===== config.mk =====
export PLATFORM = sky130hd
export DESIGN_NAME = cnn_mac_pipe
export DESIGN_NICKNAME = d
export VERILOG_FILES = /design/src/rtl/cnn_mac_pkg.sv /design/src/rtl/cnn_mac_pipe_mul.sv /design/src/rtl/cnn_mac_pipe.sv
export SDC_FILE = /design/constraint.sdc
export NUM_CORES = 1
export LEC_CHECK = 0
export BUFFER_PORTS_ARGS = -buffer_cell sky130_fd_sc_hd__buf_2
export CAP_MARGIN = 20
export CORE_MARGIN = 1.5
export CORE_UTILIZATION = 60
export CTS_BUF_LIST = sky130_fd_sc_hd__clkbuf_4 sky130_fd_sc_hd__clkbuf_8
export DETAILED_ROUTE_END_ITERATION = 6
export PLACE_DENSITY = 0.78
export SLEW_MARGIN = 40
export SYNTH_ARGS = -nofsm -noshare
export SYNTH_HDL_FRONTEND = slang
export SYNTH_HIERARCHICAL = 1
export SYNTH_SLANG_ARGS = --single-unit

===== constraint.sdc =====
create_clock -name clk -period 5 [get_ports clk]
set_clock_uncertainty 0.05 [all_clocks]
set_input_delay 0 -clock clk [delete_from_list [all_inputs] [get_ports clk]]
set_output_delay 0 -clock clk [all_outputs]
set_load 0.005 [all_outputs]

===== src/rtl/cnn_mac_pkg.sv =====
// Shared configuration and rescale helpers for the pipelined CNN multiply-accumulate unit.
package cnn_mac_pkg;

  typedef struct packed {
    int a_w;
    int b_w;
    int acc_w;
    int out_w;
    int cnt_w;
    int num_stage;
  } mac_cfg_t;

  localparam mac_cfg_t MAC_CFG_DEF = '{a_w: 9, b_w: 14, acc_w: 32, out_w: 16, cnt_w: 8, num_stage: 2};
  localparam int P_W = MAC_CFG_DEF.a_w + MAC_CFG_DEF.b_w;

  // Rounding is done at 64 bits so the half-LSB bias can never wrap the accumulator.
  function automatic logic signed [63:0] shift_round(input logic signed [63:0] acc,
                                                     input int frac_shift,
                                                     input logic rnd);
    logic signed [63:0] r;
    r = acc;
    if (rnd && frac_shift > 0) r = acc + (64'sd1 <<< (frac_shift - 1));
    return r >>> frac_shift;
  endfunction

  function automatic logic sat_flag(input logic signed [63:0] s, input int out_w);
    logic signed [63:0] hi;
    logic signed [63:0] lo;
    hi = (64'sd1 <<< (out_w - 1)) - 64'sd1;
    lo = -(64'sd1 <<< (out_w - 1));
    return (s > hi) || (s < lo);
  endfunction

  function automatic logic signed [63:0] sat_value(input logic signed [63:0] s,
                                                   input int out_w,
                                                   input logic sat);
    logic signed [63:0] hi;
    logic signed [63:0] lo;
    hi = (64'sd1 <<< (out_w - 1)) - 64'sd1;
    lo = -(64'sd1 <<< (out_w - 1));
    if (!sat) return s;
    if (s > hi) return hi;
    if (s < lo) return lo;
    return s;
  endfunction

endpackage


===== src/rtl/cnn_mac_pipe_mul.sv =====
// Signed A_W x B_W multiplier with NUM_STAGE clock-enabled pipeline registers and a matching valid shift.
module cnn_mac_mul_pipe #(
  parameter int A_W       = 9,
  parameter int B_W       = 14,
  parameter int NUM_STAGE = 2
) (
  input  logic                        clk,
  input  logic                        reset,
  input  logic                        ce,
  input  logic                        in_valid,
  input  logic signed [A_W-1:0]       din0,
  input  logic signed [B_W-1:0]       din1,
  output logic signed [A_W+B_W-1:0]   prod,
  output logic                        prod_valid,
  output logic                        pipe_busy
);

  localparam int PW = A_W + B_W;

  logic signed [PW-1:0] p_q [NUM_STAGE];
  logic [NUM_STAGE-1:0] v_q;

  always_ff @(posedge clk) begin
    if (reset) begin
      v_q <= '0;
    end else if (ce) begin
      v_q[0] <= in_valid;
      for (int unsigned i = 1; i < NUM_STAGE; i++) v_q[i] <= v_q[i-1];
    end
  end

  // Data registers carry no reset so they can fold into the DSP's internal pipeline.
  always_ff @(posedge clk) begin
    if (ce) begin
      p_q[0] <= PW'(din0) * PW'(din1);
      for (int unsigned i = 1; i < NUM_STAGE; i++) p_q[i] <= p_q[i-1];
    end
  end

  assign prod       = p_q[NUM_STAGE-1];
  assign prod_valid = v_q[NUM_STAGE-1];
  assign pipe_busy  = |v_q;

endmodule


===== src/rtl/cnn_mac_pipe.sv =====
// Pipelined signed multiply-accumulate: multiplier pipe, grouped accumulate, rescale/saturate output.
module cnn_mac_pipe
  import cnn_mac_pkg::*;
#(
  parameter int A_W        = MAC_CFG_DEF.a_w,
  parameter int B_W        = MAC_CFG_DEF.b_w,
  parameter int ACC_W      = MAC_CFG_DEF.acc_w,
  parameter int OUT_W      = MAC_CFG_DEF.out_w,
  parameter int CNT_W      = MAC_CFG_DEF.cnt_w,
  parameter int NUM_STAGE  = MAC_CFG_DEF.num_stage,
  parameter int FRAC_SHIFT = 0,
  parameter int ROUND      = 0,
  parameter int SAT        = 1
) (
  input  logic                    clk,
  input  logic                    reset,
  input  logic                    ce,
  input  logic                    in_valid,
  input  logic signed [A_W-1:0]   din0,
  input  logic signed [B_W-1:0]   din1,
  input  logic [CNT_W-1:0]        acc_len,
  output logic                    out_valid,
  output logic signed [OUT_W-1:0] dout,
  output logic                    out_sat,
  output logic                    busy
);

  localparam int PROD_W = A_W + B_W;

  if (ACC_W < PROD_W || ACC_W > 63 || NUM_STAGE < 1 || NUM_STAGE > 4 || OUT_W > 63) begin : g_bad_cfg
    $error("cnn_mac_pipe: illegal parameter combination");
  end

  logic signed [PROD_W-1:0] prod;
  logic                     prod_valid;
  logic                     pipe_busy;

  cnn_mac_mul_pipe #(
    .A_W      (A_W),
    .B_W      (B_W),
    .NUM_STAGE(NUM_STAGE)
  ) u_mul (
    .clk       (clk),
    .reset     (reset),
    .ce        (ce),
    .in_valid  (in_valid),
    .din0      (din0),
    .din1      (din1),
    .prod      (prod),
    .prod_valid(prod_valid),
    .pipe_busy (pipe_busy)
  );

  logic [CNT_W-1:0]        cnt;
  logic [CNT_W-1:0]        len_q;
  logic [CNT_W-1:0]        len_cur;
  logic signed [ACC_W-1:0] acc;
  logic signed [ACC_W-1:0] acc_next;
  logic                    acc_valid;
  logic                    last;

  // A group's length is fixed when its first product arrives; later acc_len changes wait for the next group.
  always_comb begin
    len_cur = len_q;
    if (cnt == '0) len_cur = (acc_len == '0) ? CNT_W'(1) : acc_len;
    last     = (cnt == len_cur - CNT_W'(1));
    acc_next = (cnt == '0) ? ACC_W'(prod) : acc + ACC_W'(prod);
  end

  always_ff @(posedge clk) begin
    if (reset) begin
      cnt       <= '0;
      len_q     <= '0;
      acc       <= '0;
      acc_valid <= 1'b0;
    end else if (ce) begin
      acc_valid <= prod_valid && last;
      if (prod_valid) begin
        acc   <= acc_next;
        len_q <= len_cur;
        cnt   <= last ? '0 : cnt + CNT_W'(1);
      end
    end
  end

  logic signed [63:0] scaled;

  always_comb scaled = shift_round(64'(acc), FRAC_SHIFT, ROUND != 0);

  always_ff @(posedge clk) begin
    if (reset) begin
      out_valid <= 1'b0;
      dout      <= '0;
      out_sat   <= 1'b0;
    end else if (ce) begin
      out_valid <= acc_valid;
      if (acc_valid) begin
        dout    <= OUT_W'(sat_value(scaled, OUT_W, SAT != 0));
        out_sat <= (SAT != 0) && sat_flag(scaled, OUT_W);
      end
    end
  end

  assign busy = (cnt != '0) || pipe_busy || acc_valid;

endmodule


==> out/summary.txt <==
Outcome - finished, final reports clean
Critical path arrival - 4960 ps
R2R Path Start - u_mul/p_q[0][23]
Final Hold Vio Count - 0
Pwr/cell area - 456.6 nW/µm²
Asr flop ratio synth - 0
Mapped Avg Cell Area - 9.081 µm²
Maximum vdd drop - 0.2731 mV
Inst Count DP - 1417
# Post-CTS Setup Buffers - 0
Final WS setup - 168.5 ps
DRC viols - 0
Main synth FF type - dfxtp_1
Post-synth EDFFs - 46
DIE HEIGHT - 137.9 µm
Fmax - 207.0 MHz
Row cnt - 49
Data required, critical path - 5130 ps
Worst setup path startpoint - din1[0]
Grt total ovfl - 0
Crit share post-route - 0.9663
Layout Nets - 1439
Multi-input gate area - 7346 µm²
Flip-flop and latch count after synthesis - 115
Starting Density - 0.6102
# port buffers - 53
GRT Overall Usage - 0.2540
Core Util, Final - 0.6538
Met3 usage in global routing - 0.03399
First DRT Iteration DRCs - 631
Fill cells - 1480
Vias in the first global route - 8119
Wire per inst - 15.52 µm
Die area - 19030 µm²
FF-to-FF setup slack - 1660 ps
Number of diodes - 0
H-tree levels - 4
Post-synthesis cell count - 1203
P_leak - 5.316 nW
Antenna-violating nets left - 0
Met1 usage - 0.3524
Clock Path Buffers - 2
Drt pass-1 iters - 5
RSZ-0062 raised after global routing - true
Via Count - 8485
Slew Limit Fails - 0
Sequential fraction of the synthesis area - 0.2529
Mapped Nets - 1426
Die X - 137.9 µm
Routed WL - 22630 µm
Worst hold path class - input pin to register
Hpwl dp - 17070 µm
Inserted Clock Buffers - 17
Crit path capture type - register
Final setup violation count - 0
Clock-pin slew of the registers on the worst-case setup and hold paths - 70 ps
Placed cell area - 11150 µm²
Final Cell Area - 11700 µm²
First-pass GRT wire length - 38410 µm
Tot Pwr - 5.344 mW
Finished Layout Cells - 1458
Gr busiest metal - met2
HP Start - din0[0]
Startpoint types - input pin
Setup CP Type - input pin to register
Critical path peak fanout - 9
Area Overhead vs Synth - 7.135%
Sink Count - 115
Yosys cell types - 74
Slew headroom - 0.4898
GP Congestion - 0.9136
Largest net degree at the start of global routing - 63
Core footprint - 17900 µm²
Top Ports - 54
Layout cells sized above 1 - 0.1009
Least-Margin Pin Slew - 746.0 ps
Register area - 2763 µm²
Initial antenna violation count - 0
Final min period - 4831 ps
Worst-skew pair later-pin latency - 440 ps
Via/cell ratio - 5.820
CTS tree - built
Met2 Usage GRT - 0.4198
Clock root cell - clkbuf_8
Post-Syn Area - 10920 µm²
Synth warn - 6
Place WS - 113.6 ps
Max-cap viol count - 0
flip-flops by register name, indices dropped and copies added, names as in the netlist, 2 cells and up:
| register | cells |
|---|---|
| acc | 32 |
| cnt | 8 |
| dout | 16 |
| len_q | 8 |
| u_mul/p_q | 46 |
| u_mul/v_q | 2 |
cell type report:
class	instances	area share
Multi-Input combinational cell	893	0.6276
Sequential cell	115	0.2360
Inverter	121	0.03881
Timing Repair Buffer	68	0.03421
Tap cell	229	0.02448
Clock buffer	17	0.01999
Clock inverter	15	0.01882
metal layers:
| metal | vias to the layer above | share of wire |
|---|---|---|
| met3 | 41 | 0.042 |
| met1 | 4087 | 0.47 |
| li1 | 4122 | - |
| met2 | 235 | 0.47 |
| met4 | 0 | 0.016 |
| met5 | - | 0 |
layout by cell type, fill, tap and decap left out, types with 8 or more instances in the layout:
master / n
nand3_1: 22
nand4_1: 12
nor4_1: 8
nor2_1: 65
xor2_1: 18
nand2_1: 150
fa_1: 106
mux2i_1: 8
clkbuf_8: 17
and2_1: 55
inv_1: 121
buf_2: 53
nor3_1: 12
edfxtp_1: 46
a311oi_1: 14
nand2b_1: 11
dfxtp_1: 69
o21ai_0: 47
and3_1: 11
xnor2_1: 33
a21oi_1: 78
o21bai_1: 10
or3_1: 10
a21o_1: 21
ha_1: 81
a211oi_1: 19
dlygate4sd3_1: 9
what timing repair did:
| action | 4_1_cts | 5_1_grt |
|---|---|---|
| resized for setup | 0 | 2 |
| hold endpoints to repair | 9 | 0 |
| endpoints found under the setup margin | 0 | 4 |
| hold buffers | 9 | 0 |
worst paths after layout:
check | to | cells after the start
worst max-delay path | u_mul/p_q[0][22] | 16
worst min-delay path | u_mul/p_q[0][0] | 2
worst max register to register | acc[22] | 11
worst min register to register | u_mul/p_q[0][41] | 0
logic make-up after synthesis:
group,after synthesis,share of synthesized area
and+or+nand+nor,391,0.1763
AOI/OAI and AO/OA,251,0.1526
buffers and inverters,195,0.07605
adders and majority gates,188,0.2882
DFF,115,0.2529
xor gates and xnor gates,52,0.04295
muxes,11,0.01111
report_power, final:
part	internal [mW]	switching [mW]
clock network	0.560	0.424
registers	1.29	0.0748
logic	1.31	1.69
total	3.16	2.18
synthesized netlist by cell type, drive strengths merged (12+ instances only):
| cell type | count | area, µm² |
|---|---|---|
| a311oi | 14 | 122.6 |
| edfxtp | 46 | 1381 |
| a211oi | 22 | 180.2 |
| clkbuf | 44 | 165.2 |
| a21oi | 82 | 429.2 |
| buf | 30 | 211.5 |
| xnor2 | 33 | 289.0 |
| a21o | 22 | 172.7 |
| and2 | 56 | 350.3 |
| dfxtp | 69 | 1381 |
| nor3 | 14 | 86.34 |
| inv | 121 | 454.2 |
| fa | 106 | 2122 |
| ha | 82 | 1026 |
| nand2 | 150 | 563.0 |
| nand4 | 12 | 75.07 |
| nor2 | 73 | 299.0 |
| o21ai | 50 | 250.2 |
| xor2 | 18 | 157.7 |
| nand3 | 22 | 110.1 |
critical path, cell delays in order:
cell and delay [ps]:
dlygate4sd3_1 540, buf_2 170, nand2b_1 180, fa_1 520, fa_1 550, inv_1 50, fa_1 500, fa_1 570
fa_1 420, ha_1 360, o211ai_1 130, o211ai_2 240, nand4_1 190, a21oi_1 300, nor4_1 90, a2bb2oi_1 140
metrics by stage:
stage               hold slack [ps]  setup TNS [ps]
finish                        80.16               0
global route                  91.02          -90.76
CTS                           58.07               0
detailed placement            229.0               0
global placement              184.5               0
floorplan                     22.38               0
Power figures use the tool's default switching activity.
